File: src/rtl/mem_resp_stage_pkg.sv
// Shared MEM-stage definitions: load-op encodings, pass-through field layout,
// exception codes and the latched EXE->MEM bundle.
package mem_resp_stage_pkg;

    localparam int PASS_W_DEF = 45;
    localparam int CNT_W_DEF  = 2;

    localparam logic [2:0] LD_OP_NONE = 3'd0;
    localparam logic [2:0] LD_OP_LW   = 3'd1;
    localparam logic [2:0] LD_OP_LH   = 3'd2;
    localparam logic [2:0] LD_OP_LHU  = 3'd3;
    localparam logic [2:0] LD_OP_LB   = 3'd4;
    localparam logic [2:0] LD_OP_LBU  = 3'd5;
    localparam logic [2:0] LD_OP_LWL  = 3'd6;
    localparam logic [2:0] LD_OP_LWR  = 3'd7;

    // Pass-through field layout; bits above the CP0 address are opaque.
    localparam int PASS_ERET    = 0;
    localparam int PASS_BD      = 1;
    localparam int PASS_MTC0_WE = 2;
    localparam int PASS_CP0_LSB = 3;
    localparam int PASS_CP0_W   = 8;

    localparam logic [4:0] EXC_INT  = 5'h00;
    localparam logic [4:0] EXC_ADEL = 5'h04;
    localparam logic [4:0] EXC_ADES = 5'h05;
    localparam logic [4:0] EXC_SYS  = 5'h08;
    localparam logic [4:0] EXC_BP   = 5'h09;
    localparam logic [4:0] EXC_RI   = 5'h0a;
    localparam logic [4:0] EXC_OV   = 5'h0c;

    typedef struct packed {
        logic [2:0]  ld_op;
        logic        need_resp;
        logic [1:0]  addr_lo;
        logic [31:0] rt_value;
        logic [31:0] alu_result;
        logic        gr_we;
        logic [4:0]  dest;
        logic [31:0] pc;
        logic        ex;
        logic [4:0]  excode;
    } ms_fields_t;

endpackage

File: src/rtl/mem_resp_stage_load_align.sv
// Little-endian load-data alignment and LWL/LWR merge; purely combinational.
// No latency, no flow control: result follows inputs.
module mem_resp_stage_load_align
    import mem_resp_stage_pkg::*;
(
    input  logic [2:0]  ld_op,
    input  logic [1:0]  addr_lo,
    input  logic [31:0] rdata,
    input  logic [31:0] rt_value,
    input  logic [31:0] alu_result,
    output logic [31:0] result
);

    logic [15:0] half;
    logic [7:0]  byte_sel;

    assign half     = addr_lo[1] ? rdata[31:16] : rdata[15:0];
    assign byte_sel = rdata[{addr_lo, 3'b000} +: 8];

    always_comb begin
        result = alu_result;
        case (ld_op)
            LD_OP_LW:  result = rdata;
            LD_OP_LH:  result = {{16{half[15]}}, half};
            LD_OP_LHU: result = {16'h0000, half};
            LD_OP_LB:  result = {{24{byte_sel[7]}}, byte_sel};
            LD_OP_LBU: result = {24'h000000, byte_sel};
            LD_OP_LWL: begin
                case (addr_lo)
                    2'd0:    result = {rdata[7:0],  rt_value[23:0]};
                    2'd1:    result = {rdata[15:0], rt_value[15:0]};
                    2'd2:    result = {rdata[23:0], rt_value[7:0]};
                    default: result = rdata;
                endcase
            end
            LD_OP_LWR: begin
                case (addr_lo)
                    2'd0:    result = rdata;
                    2'd1:    result = {rt_value[31:24], rdata[31:8]};
                    2'd2:    result = {rt_value[31:16], rdata[31:16]};
                    default: result = {rt_value[31:8],  rdata[31:24]};
                endcase
            end
            default:   result = alu_result;
        endcase
    end

endmodule

File: src/rtl/mem_resp_stage.sv
// MEM stage waiting on split-transaction SRAM responses, dropping those of flushed loads.
// Zero added latency when data_ok meets a waiting load; read data is buffered while WB stalls.
module mem_resp_stage
    import mem_resp_stage_pkg::*;
#(
    parameter int PASS_W = PASS_W_DEF,
    parameter int CNT_W  = CNT_W_DEF
) (
    input  logic              clk,
    input  logic              resetn,
    input  logic              es_to_ms_valid,
    output logic              ms_allowin,
    input  logic [2:0]        es_ld_op,
    input  logic              es_need_resp,
    input  logic [1:0]        es_addr_lo,
    input  logic [31:0]       es_rt_value,
    input  logic [31:0]       es_alu_result,
    input  logic              es_gr_we,
    input  logic [4:0]        es_dest,
    input  logic [31:0]       es_pc,
    input  logic              es_ex,
    input  logic [4:0]        es_excode,
    input  logic [PASS_W-1:0] es_pass,
    input  logic              es_cancel_req,
    input  logic              data_sram_data_ok,
    input  logic [31:0]       data_sram_rdata,
    input  logic              ws_allowin,
    output logic              ms_to_ws_valid,
    output logic              ms_ws_gr_we,
    output logic [4:0]        ms_ws_dest,
    output logic [31:0]       ms_ws_result,
    output logic [31:0]       ms_ws_pc,
    output logic [31:0]       ms_ws_alu_result,
    output logic              ms_ws_ex,
    output logic [4:0]        ms_ws_excode,
    output logic [PASS_W-1:0] ms_ws_pass,
    input  logic              ex_from_ws,
    output logic              ms_ex_to_es,
    output logic              fwd_valid,
    output logic [4:0]        fwd_dest,
    output logic [31:0]       fwd_data,
    output logic              fwd_block
);

    logic              ms_valid_q, ms_valid_d;
    logic              buf_valid_q, buf_valid_d;
    logic [31:0]       buf_q, buf_d;
    logic [CNT_W-1:0]  cancel_cnt_q, cancel_cnt_d;
    ms_fields_t        fields_q, fields_in;
    logic [PASS_W-1:0] pass_q;

    logic              cnt_zero, cnt_full, resp_hit, resp_drop, in_wait, ms_ready_go;
    logic [CNT_W-1:0]  cnt_inc, cnt_dec;
    logic [31:0]       load_data, result;

    assign cnt_zero    = (cancel_cnt_q == '0);
    assign cnt_full    = &cancel_cnt_q;
    assign resp_hit    = data_sram_data_ok && cnt_zero;
    assign resp_drop   = data_sram_data_ok && !cnt_zero;
    assign in_wait     = ms_valid_q && fields_q.need_resp && !buf_valid_q;
    assign ms_ready_go = !fields_q.need_resp || buf_valid_q || resp_hit;

    assign ms_allowin     = (!ms_valid_q || (ms_ready_go && ws_allowin)) && !cnt_full;
    assign ms_to_ws_valid = ms_valid_q && ms_ready_go;

    always_comb begin
        fields_in            = '0;
        fields_in.ld_op      = es_ld_op;
        fields_in.need_resp  = es_need_resp && !es_ex;
        fields_in.addr_lo    = es_addr_lo;
        fields_in.rt_value   = es_rt_value;
        fields_in.alu_result = es_alu_result;
        fields_in.gr_we      = es_gr_we;
        fields_in.dest       = es_dest;
        fields_in.pc         = es_pc;
        fields_in.ex         = es_ex;
        fields_in.excode     = es_excode;
    end

    // A waiting load that is flushed without its data leaves one orphan response behind.
    always_comb begin
        cnt_inc = '0;
        if (ex_from_ws) begin
            cnt_inc = CNT_W'(in_wait && !resp_hit) + CNT_W'(es_cancel_req);
        end
        cnt_dec = CNT_W'(resp_drop);
    end

    always_comb begin
        ms_valid_d   = ms_valid_q;
        buf_valid_d  = buf_valid_q;
        buf_d        = buf_q;
        cancel_cnt_d = cancel_cnt_q + cnt_inc - cnt_dec;
        if (ms_allowin) begin
            ms_valid_d = es_to_ms_valid;
        end
        if (resp_hit && in_wait) begin
            buf_valid_d = 1'b1;
            buf_d       = data_sram_rdata;
        end
        if (ms_to_ws_valid && ws_allowin) begin
            buf_valid_d = 1'b0;
        end
        if (ex_from_ws) begin
            ms_valid_d  = 1'b0;
            buf_valid_d = 1'b0;
        end
    end

    always_ff @(posedge clk or negedge resetn) begin
        if (!resetn) begin
            ms_valid_q   <= 1'b0;
            buf_valid_q  <= 1'b0;
            buf_q        <= '0;
            cancel_cnt_q <= '0;
            fields_q     <= '0;
            pass_q       <= '0;
        end else begin
            ms_valid_q   <= ms_valid_d;
            buf_valid_q  <= buf_valid_d;
            buf_q        <= buf_d;
            cancel_cnt_q <= cancel_cnt_d;
            if (es_to_ms_valid && ms_allowin) begin
                fields_q <= fields_in;
                pass_q   <= es_pass;
            end
        end
    end

    assign load_data = buf_valid_q ? buf_q : data_sram_rdata;

    mem_resp_stage_load_align u_align (
        .ld_op      (fields_q.ld_op),
        .addr_lo    (fields_q.addr_lo),
        .rdata      (load_data),
        .rt_value   (fields_q.rt_value),
        .alu_result (fields_q.alu_result),
        .result     (result)
    );

    assign ms_ws_gr_we      = fields_q.gr_we;
    assign ms_ws_dest       = fields_q.dest;
    assign ms_ws_result     = result;
    assign ms_ws_pc         = fields_q.pc;
    assign ms_ws_alu_result = fields_q.alu_result;
    assign ms_ws_ex         = fields_q.ex;
    assign ms_ws_excode     = fields_q.excode;
    assign ms_ws_pass       = pass_q;

    assign ms_ex_to_es = ms_valid_q && (fields_q.ex || pass_q[PASS_ERET]);
    assign fwd_valid   = ms_valid_q && fields_q.gr_we;
    assign fwd_dest    = fields_q.dest;
    assign fwd_data    = result;
    assign fwd_block   = ms_valid_q && (fields_q.ld_op != LD_OP_NONE) && !ms_ready_go;

endmodule

File: config.mk
export PLATFORM = sky130hd
export DESIGN_NAME = mem_resp_stage
export DESIGN_NICKNAME = d
export VERILOG_FILES = /design/src/rtl/mem_resp_stage_pkg.sv /design/src/rtl/mem_resp_stage_load_align.sv /design/src/rtl/mem_resp_stage.sv
export SDC_FILE = /design/constraint.sdc
export NUM_CORES = 1
export LEC_CHECK = 0
export ABC_AREA = 1
export CORE_ASPECT_RATIO = 0.8
export CORE_MARGIN = 2
export CORE_UTILIZATION = 47
export CTS_BUF_LIST = sky130_fd_sc_hd__clkbuf_16
export CTS_CLUSTER_DIAMETER = 120
export DETAILED_ROUTE_END_ITERATION = 8
export PLACE_DENSITY = 0.88
export REMOVE_ABC_BUFFERS = 1
export SLEW_MARGIN = 10
export SYNTH_ARGS = -nofsm -noshare
export SYNTH_HDL_FRONTEND = slang
export SYNTH_HIERARCHICAL = 1
export SYNTH_SLANG_ARGS = --single-unit
File: constraint.sdc
create_clock -name clk -period 3.15 [get_ports clk]
set_clock_uncertainty 0.1 [all_clocks]
set_input_delay 0.63 -clock clk [delete_from_list [all_inputs] [get_ports clk]]
set_output_delay 0.63 -clock clk [all_outputs]
set_load 0.02 [all_outputs]
==> out/results.ini, run 1 <==
[sta]
fin_ws_ps=30.8
min_period_ps=3120
finalCritPeriodShare=0.990
slew_viol_final=0
timing.slew.headroom=0.460
setup_viol=0
tightestPinTransition_ps=809
whs_ps=69.9
hold_viol=0
rsz0062_at_grt=yes
fmax_mhz=321

[placed_design]
dp.final_hpwl_um=30600
gp_congestion=0.932
place_ws_ps=-520
port_buffers=392
dp.cells=2303

[pwr]
totalPowerFinal_mw=18.2
p_leak_nw=8.39
peakVddDrop_uv=911
power_density_nw_per_um2=1090

[worst_setup_path]
crit_path_frequent_cell=nand2_1
crit_required_ps=2420
cp_slowest_cell=dfrtp_2
path_class=flop to primary output
critPathLaunchType=flop
critical_path.endpoint_type=primary output
critical_path_arrival_ps=2390
critPathMaxFanout=18
slowest_delay_ps=470
crit_chain=buf_12 > nand2_1 > o21ai_2 > buf_4 > nand2_1 > nand2_1 > nand2_1 > nand2_2 > nand2_4 > buf_12 > nand4_1 > buf_4 > buf_6

[global_route]
met2_usage=0.530
busiest_layer=met2
grt_max_degree=162
grt_util_all_layers=0.319
antenna_found_initial=3
grt_overflow=0
grt.met1_usage=0.396
grt_pass1_wl_um=66900
grtUsageMet3=0.0860
grt_pass1_vias=12400

[clocking]
htree_num_levels=4
clk_latency_ps=460
cts_made_buffers=17
cts_tree=yes
clock_sinks=195
cts_max_path_buffers=2
clock-root-buffer=clkbuf_16
clk_pin_slew_ps=90

[synth]
ys_ff_latch=195
ys_seq_area_frac=0.406
ys_types=24
synthesis.area_um2=12000
syn_inst=1704
ys_warn_count=6
syn_avg_cell_area_um2=7.05

[route]
drtAntennaViolNets=0
via_per_inst=5.47
wl_um=43400
drtIter0Drc=1093
route.detailed.drc=0
wl_per_cell_um=18.6
vias=12800
first_pass_iters=6

[die]
fp.dieW_um=183
initial_utilization=0.477
row_count=52
fp.dieH_um=147
ios=393
die_area_um2=26800
core_um2=25200

[cells_and_area]
antenna_cells=0
syn2layout_area_growth_pct=38.8
drive_above_1_share=0.148
instances_no_fill=2341
nNetsFinal=2206

[status]
status=complete, no violations

[hold_path]
hp-class=input port to asynchronous set/reset pin

[run]
timing.max_cap.violations=0

==> flip-flops by register name, indices dropped and copies added, names as in the netlist <==
| signal | count |
|---|---|
| fields_q | 38 |
| ms_ws_pass | 45 |
| fwd_dest | 5 |
| buf_q | 32 |
| ms_ws_excode | 5 |
| cancel_cnt_q | 2 |
| ms_ws_ex | 1 |
| ms_ws_gr_we | 1 |
| ms_ws_pc | 32 |
| buf_valid_q | 1 |
| ms_valid_q | 1 |
| ms_ws_alu_result | 32 |
==> metal layers <==
layer,up-vias,wire length (um),part of all wire
li1,6024,-,-
met1,6044,17000,0.39
met2,615,20900,0.48
met3,110,3860,0.089
met4,6,1650,0.038
met5,-,40,0.00092
==> what timing repair did <==
item | in CTS | in global routing
hold buffers | 0 | 0
setup endpoints to repair | 61 | 63
buffers inserted | 0 | 5
gates cloned | 1 | 1
pin swaps | 1 | 7
resized for setup | 253 | 116
==> cell type report <==
cell class	instances	area [um2]
Inverter	113	427
Timing Repair Buffer	514	4950
Tap cell	324	405
Clock inverter	14	165
Sequential cell	195	4880
Clock buffer	17	425
Multi-Input combinational cell	1164	5410
Fill cell	2125	8520
==> cells by family (layout without fill, tap and decap cells) <==
family                     Yosys count  count (layout)  synth area share
buffers and inverters              345             658             0.157
and+or+nand+nor                   1002            1002             0.366
xor gates and xnor gates             3               3           0.00219
adders and majority gates            3               3           0.00313
AOI/OAI and AO/OA                  156             156            0.0652
DFF                                195             195             0.406
==> worst max-delay path, delay by kind of cell (launching register included) <==
kind	cells	cell delay, ps
buffers and inverters	5	780
AND/OR/NAND/NOR	7	640
flip-flops	1	470
AO/OA/AOI/OAI	1	50
==> report_power, final <==
part | internal, mW | switching, mW
Combinational | 4.61 | 6.97
Clock | 1.13 | 1.12
Sequential | 3.61 | 0.793
==> stage by stage <==
| step | TNS, ps | util | cell area, um2 |
|---|---|---|---|
| floorplan | -656520 | - | 10500 |
| global placement | -23370 | 0.632 | 15900 |
| detailed placement | -25190 | 0.632 | 15900 |
| CTS | -9.48 | 0.651 | 16400 |
| global route | -1350 | 0.662 | 16700 |
| finish | 0 | 0.662 | 16700 |
==> final timing paths <==
| path | startpoint | endpoint | slack (ps) | cells after the start |
|---|---|---|---|---|
| setup / recovery | buf_valid_q$_DFFE_PN0P_ | fwd_data[12] | 30 | 13 |
| min in group clk | ms_ws_pc[16]$_DFFE_PN0P_ | ms_ws_pc[16]$_DFFE_PN0P_ | 370 | 2 |
| setup reg to reg | cancel_cnt_q[1]$_DFF_PN0_ | cancel_cnt_q[1]$_DFF_PN0_ | 820 | 11 |
| hold reg to reg | ms_ws_pc[16]$_DFFE_PN0P_ | ms_ws_pc[16]$_DFFE_PN0P_ | 370 | 2 |
| max in group asynchronous | resetn | fields_q[113]$_DFFE_PN0P_ | 2090 | 2 |
| hold / removal | resetn | fields_q[94]$_DFFE_PN0P_ | 70 | 1 |
==> cell usage after synthesis <==
master      n  area, um2
o21bai_1    1       7.51
nand4_1   167       1040
dfrtp_1   195       4880
o21ai_0   118        591
buf_6       9        101
nor2_1     88        330
nand2_2     2       12.5
nor2_4      3       33.8
ha_1        3       37.5
buf_1      10       37.5
nand3_2     2       20.0
buf_4     120        901
nor3_1      2       10.0
a21oi_1    37        185
xor2_1      2       17.5
nand2_1   614       2300
nand3_1   108        541
inv_2       5       18.8
inv_1     108        405
buf_2      55        275
xnor2_1     1       8.76
clkbuf_1   38        143
or2_2      11       68.8
nor2_2      5       31.3
==> cell usage in the layout, fill, tap and decap left out, types with 23 or more instances in the layout <==
cell type          n
dfrtp_1          192
inv_1             96
buf_6             23
nand4_1          167
nor2_1            84
buf_4            122
nand3_1          100
nand2_1          610
clkdlybuf4s50_1  324
a21oi_1           27
o21ai_0           91
Power figures use the tool's default switching activity.
==> run 2: changes to the inputs <==
- CELL_PAD_IN_SITES_DETAIL_PLACEMENT: not set -> 1
- CELL_PAD_IN_SITES_GLOBAL_PLACEMENT: not set -> 2
- CORE_UTILIZATION: 47 -> 25
- PLACE_DENSITY: 0.88 -> 0.87
==> run 2 against run 1 <==
Against the previous run: the flow now finishes with violations (negative setup slack); count of clock-buffer cells in the layout unchanged; critical path depth did not move; flip-flop and latch count is the same; via count up 0.52%; total power is 8.1% higher; clock power up 4%; cell count is 13% higher; hold slack worse by 44 ps; sequential power hardly changed; largest cell class unchanged; highest routed layer unchanged.
==> out/results.ini, run 2 (same netlist as run 1, synthesis figures left out) <==
[cells_and_area]
drive_above_1_share=0.196
instances_no_fill=2657
final_cell_area_um2=17900
final_common_cell=nand2_1
most-common-layout-cells=565 x nand2_1, 325 x clkdlybuf4s50_1, 193 x dfrtp_1, 167 x nand4_1, 105 x buf_4
nNetsFinal=2225
antenna_cells=0
largest_reg_flops=45
syn2layout_area_growth_pct=49.2

[die]
core_um2=47200
fp.dieW_um=249
initial_utilization=0.255
fp.dieH_um=200
die_area_um2=49800
row_count=71
ios=393

[placed_design]
port_buffers=392
dp.cells=2610
gp_congestion=0.857
place_area_um2=16500
dp.final_hpwl_um=37400

[worst_setup_path]
crit_required_ps=2420
path_class=flop to primary output
critical_path_arrival_ps=2560
critical_path.endpoint_type=primary output
critPathMaxFanout=6
critPathLaunchType=flop

[clocking]
clock_sinks=195
htree_num_levels=4
cts_max_path_buffers=2
clk_pin_slew_ps=80
clock-root-buffer=clkbuf_16
cts_made_buffers=17
clk_latency_ps=470
cts_hold_buf=0
cts_tree=yes

[sta]
setup_viol=48
finalCritPeriodShare=1.05
timing.slew.headroom=0.591
slew_viol_final=0
rsz0062_at_grt=yes
tightestPinTransition_ps=613
fmax_mhz=304
fin_ws_ps=-142
hold_viol=0
min_period_ps=3290

[global_route]
grt_overflow=0
grt_pass1_vias=13600
antenna_found_initial=6
grt_pass1_wl_um=79500
grt_util_all_layers=0.209
grt_max_degree=112

[pwr]
p_leak_nw=8.72
totalPowerFinal_mw=19.7
peakVddDrop_uv=602
power_density_nw_per_um2=1100

[route]
via_per_inst=4.84
vias=12900
wl_per_cell_um=19.8
drtAntennaViolNets=0
route.detailed.drc=0
first_pass_iters=5
wl_um=52500
drtIter0Drc=796

[status]
violations=negative setup slack
status=complete, but fails checks

[hold_path]
hp-class=input port to asynchronous set/reset pin

[run]
timing.max_cap.violations=0

==> run 2: cell count changes in the layout (fill, tap and decap cells not counted), sizes merged <==
cell | previous run | this run
bufinv | 1 | 2
clkdlybuf4s15 | 4 | 0
bufbuf | 0 | 1
clkdlybuf4s50 | 324 | 325
dlymetal6s2s | 2 | 0
inv | 119 | 122
clkinvlp | 2 | 1
clkinv | 5 | 3
buf | 183 | 206
==> run 2: path summary, 6_finish.rpt <==
path,from,endpoint,slack (ps),depth (start not counted)
hold reg to reg,ms_ws_pc[22]$_DFFE_PN0P_,ms_ws_pc[22]$_DFFE_PN0P_,370,2
setup / recovery,buf_valid_q$_DFFE_PN0P_,fwd_data[14],-140,13
hold / removal,resetn,ms_ws_alu_result[23]$_DFFE_PN0P_,30,1
max in group asynchronous,resetn,ms_ws_alu_result[1]$_DFFE_PN0P_,2070,2
min in group clk,ms_ws_pc[22]$_DFFE_PN0P_,ms_ws_pc[22]$_DFFE_PN0P_,370,2
setup reg to reg,buf_valid_q$_DFFE_PN0P_,fields_q[96]$_DFFE_PN0P_,710,9
==> run 2: worst max-delay path, cell delays in order (launching register included) <==
cell     delay [ps]
dfrtp_4         520
buf_12          150
buf_12          130
o21ai_4         120
buf_6           120
nand2_2          40
nand2_1          60
nand2_1          60
nand2_2         110
nand2_4          70
buf_12          170
buf_8           140
nand4_1         180
buf_4           180
==> run 2: final cells by class <==
cell class,count,area [um2]
fillers,5609,29300
repair buffers,533,5450
clock inverters,15,170
multi-input cells,1164,5760
flip-flops and latches,195,4880
well taps,620,776
clock buffers,17,425
inverters,113,434
==> run 2: timing repair <==
action	4_1_cts	5_1_grt
setup endpoints to repair	64	65
pin swaps	16	36
cloned	3	1
setup buffers	13	6
resized for setup	364	166
==> run 2: report_power, final <==
group          total (mW)  internal [mW]  leakage (nW)  switching [mW]
registers            4.40           3.60          2.44           0.797
clock network        2.35           1.20         0.297            1.15
logic                13.0           5.34          5.98            7.62
==> run 2: metal layers <==
metal  global-route usage  wire, um  vias to the layer above
met4               0.0561      1010                       10
met3               0.0634      3380                       67
met2                0.353     25300                      356
met1                0.259     22800                     6360
li1                     -         -                     6073
met5                    0        59                        -
==> run 2: metrics by stage <==
| stage | utilization | TNS [ps] | hold WS [ps] | worst slack (ps) |
|---|---|---|---|---|
| after floorplan | - | -656520 | 234 | -3890 |
| after global placement | 0.349 | -24860 | 353 | -585 |
| after detailed placement | 0.349 | -26080 | 359 | -601 |
| after CTS | 0.368 | -9360 | 35.8 | -269 |
| after global routing | 0.380 | -11170 | 37.4 | -250 |
| final | 0.380 | -3640 | 25.5 | -142 |
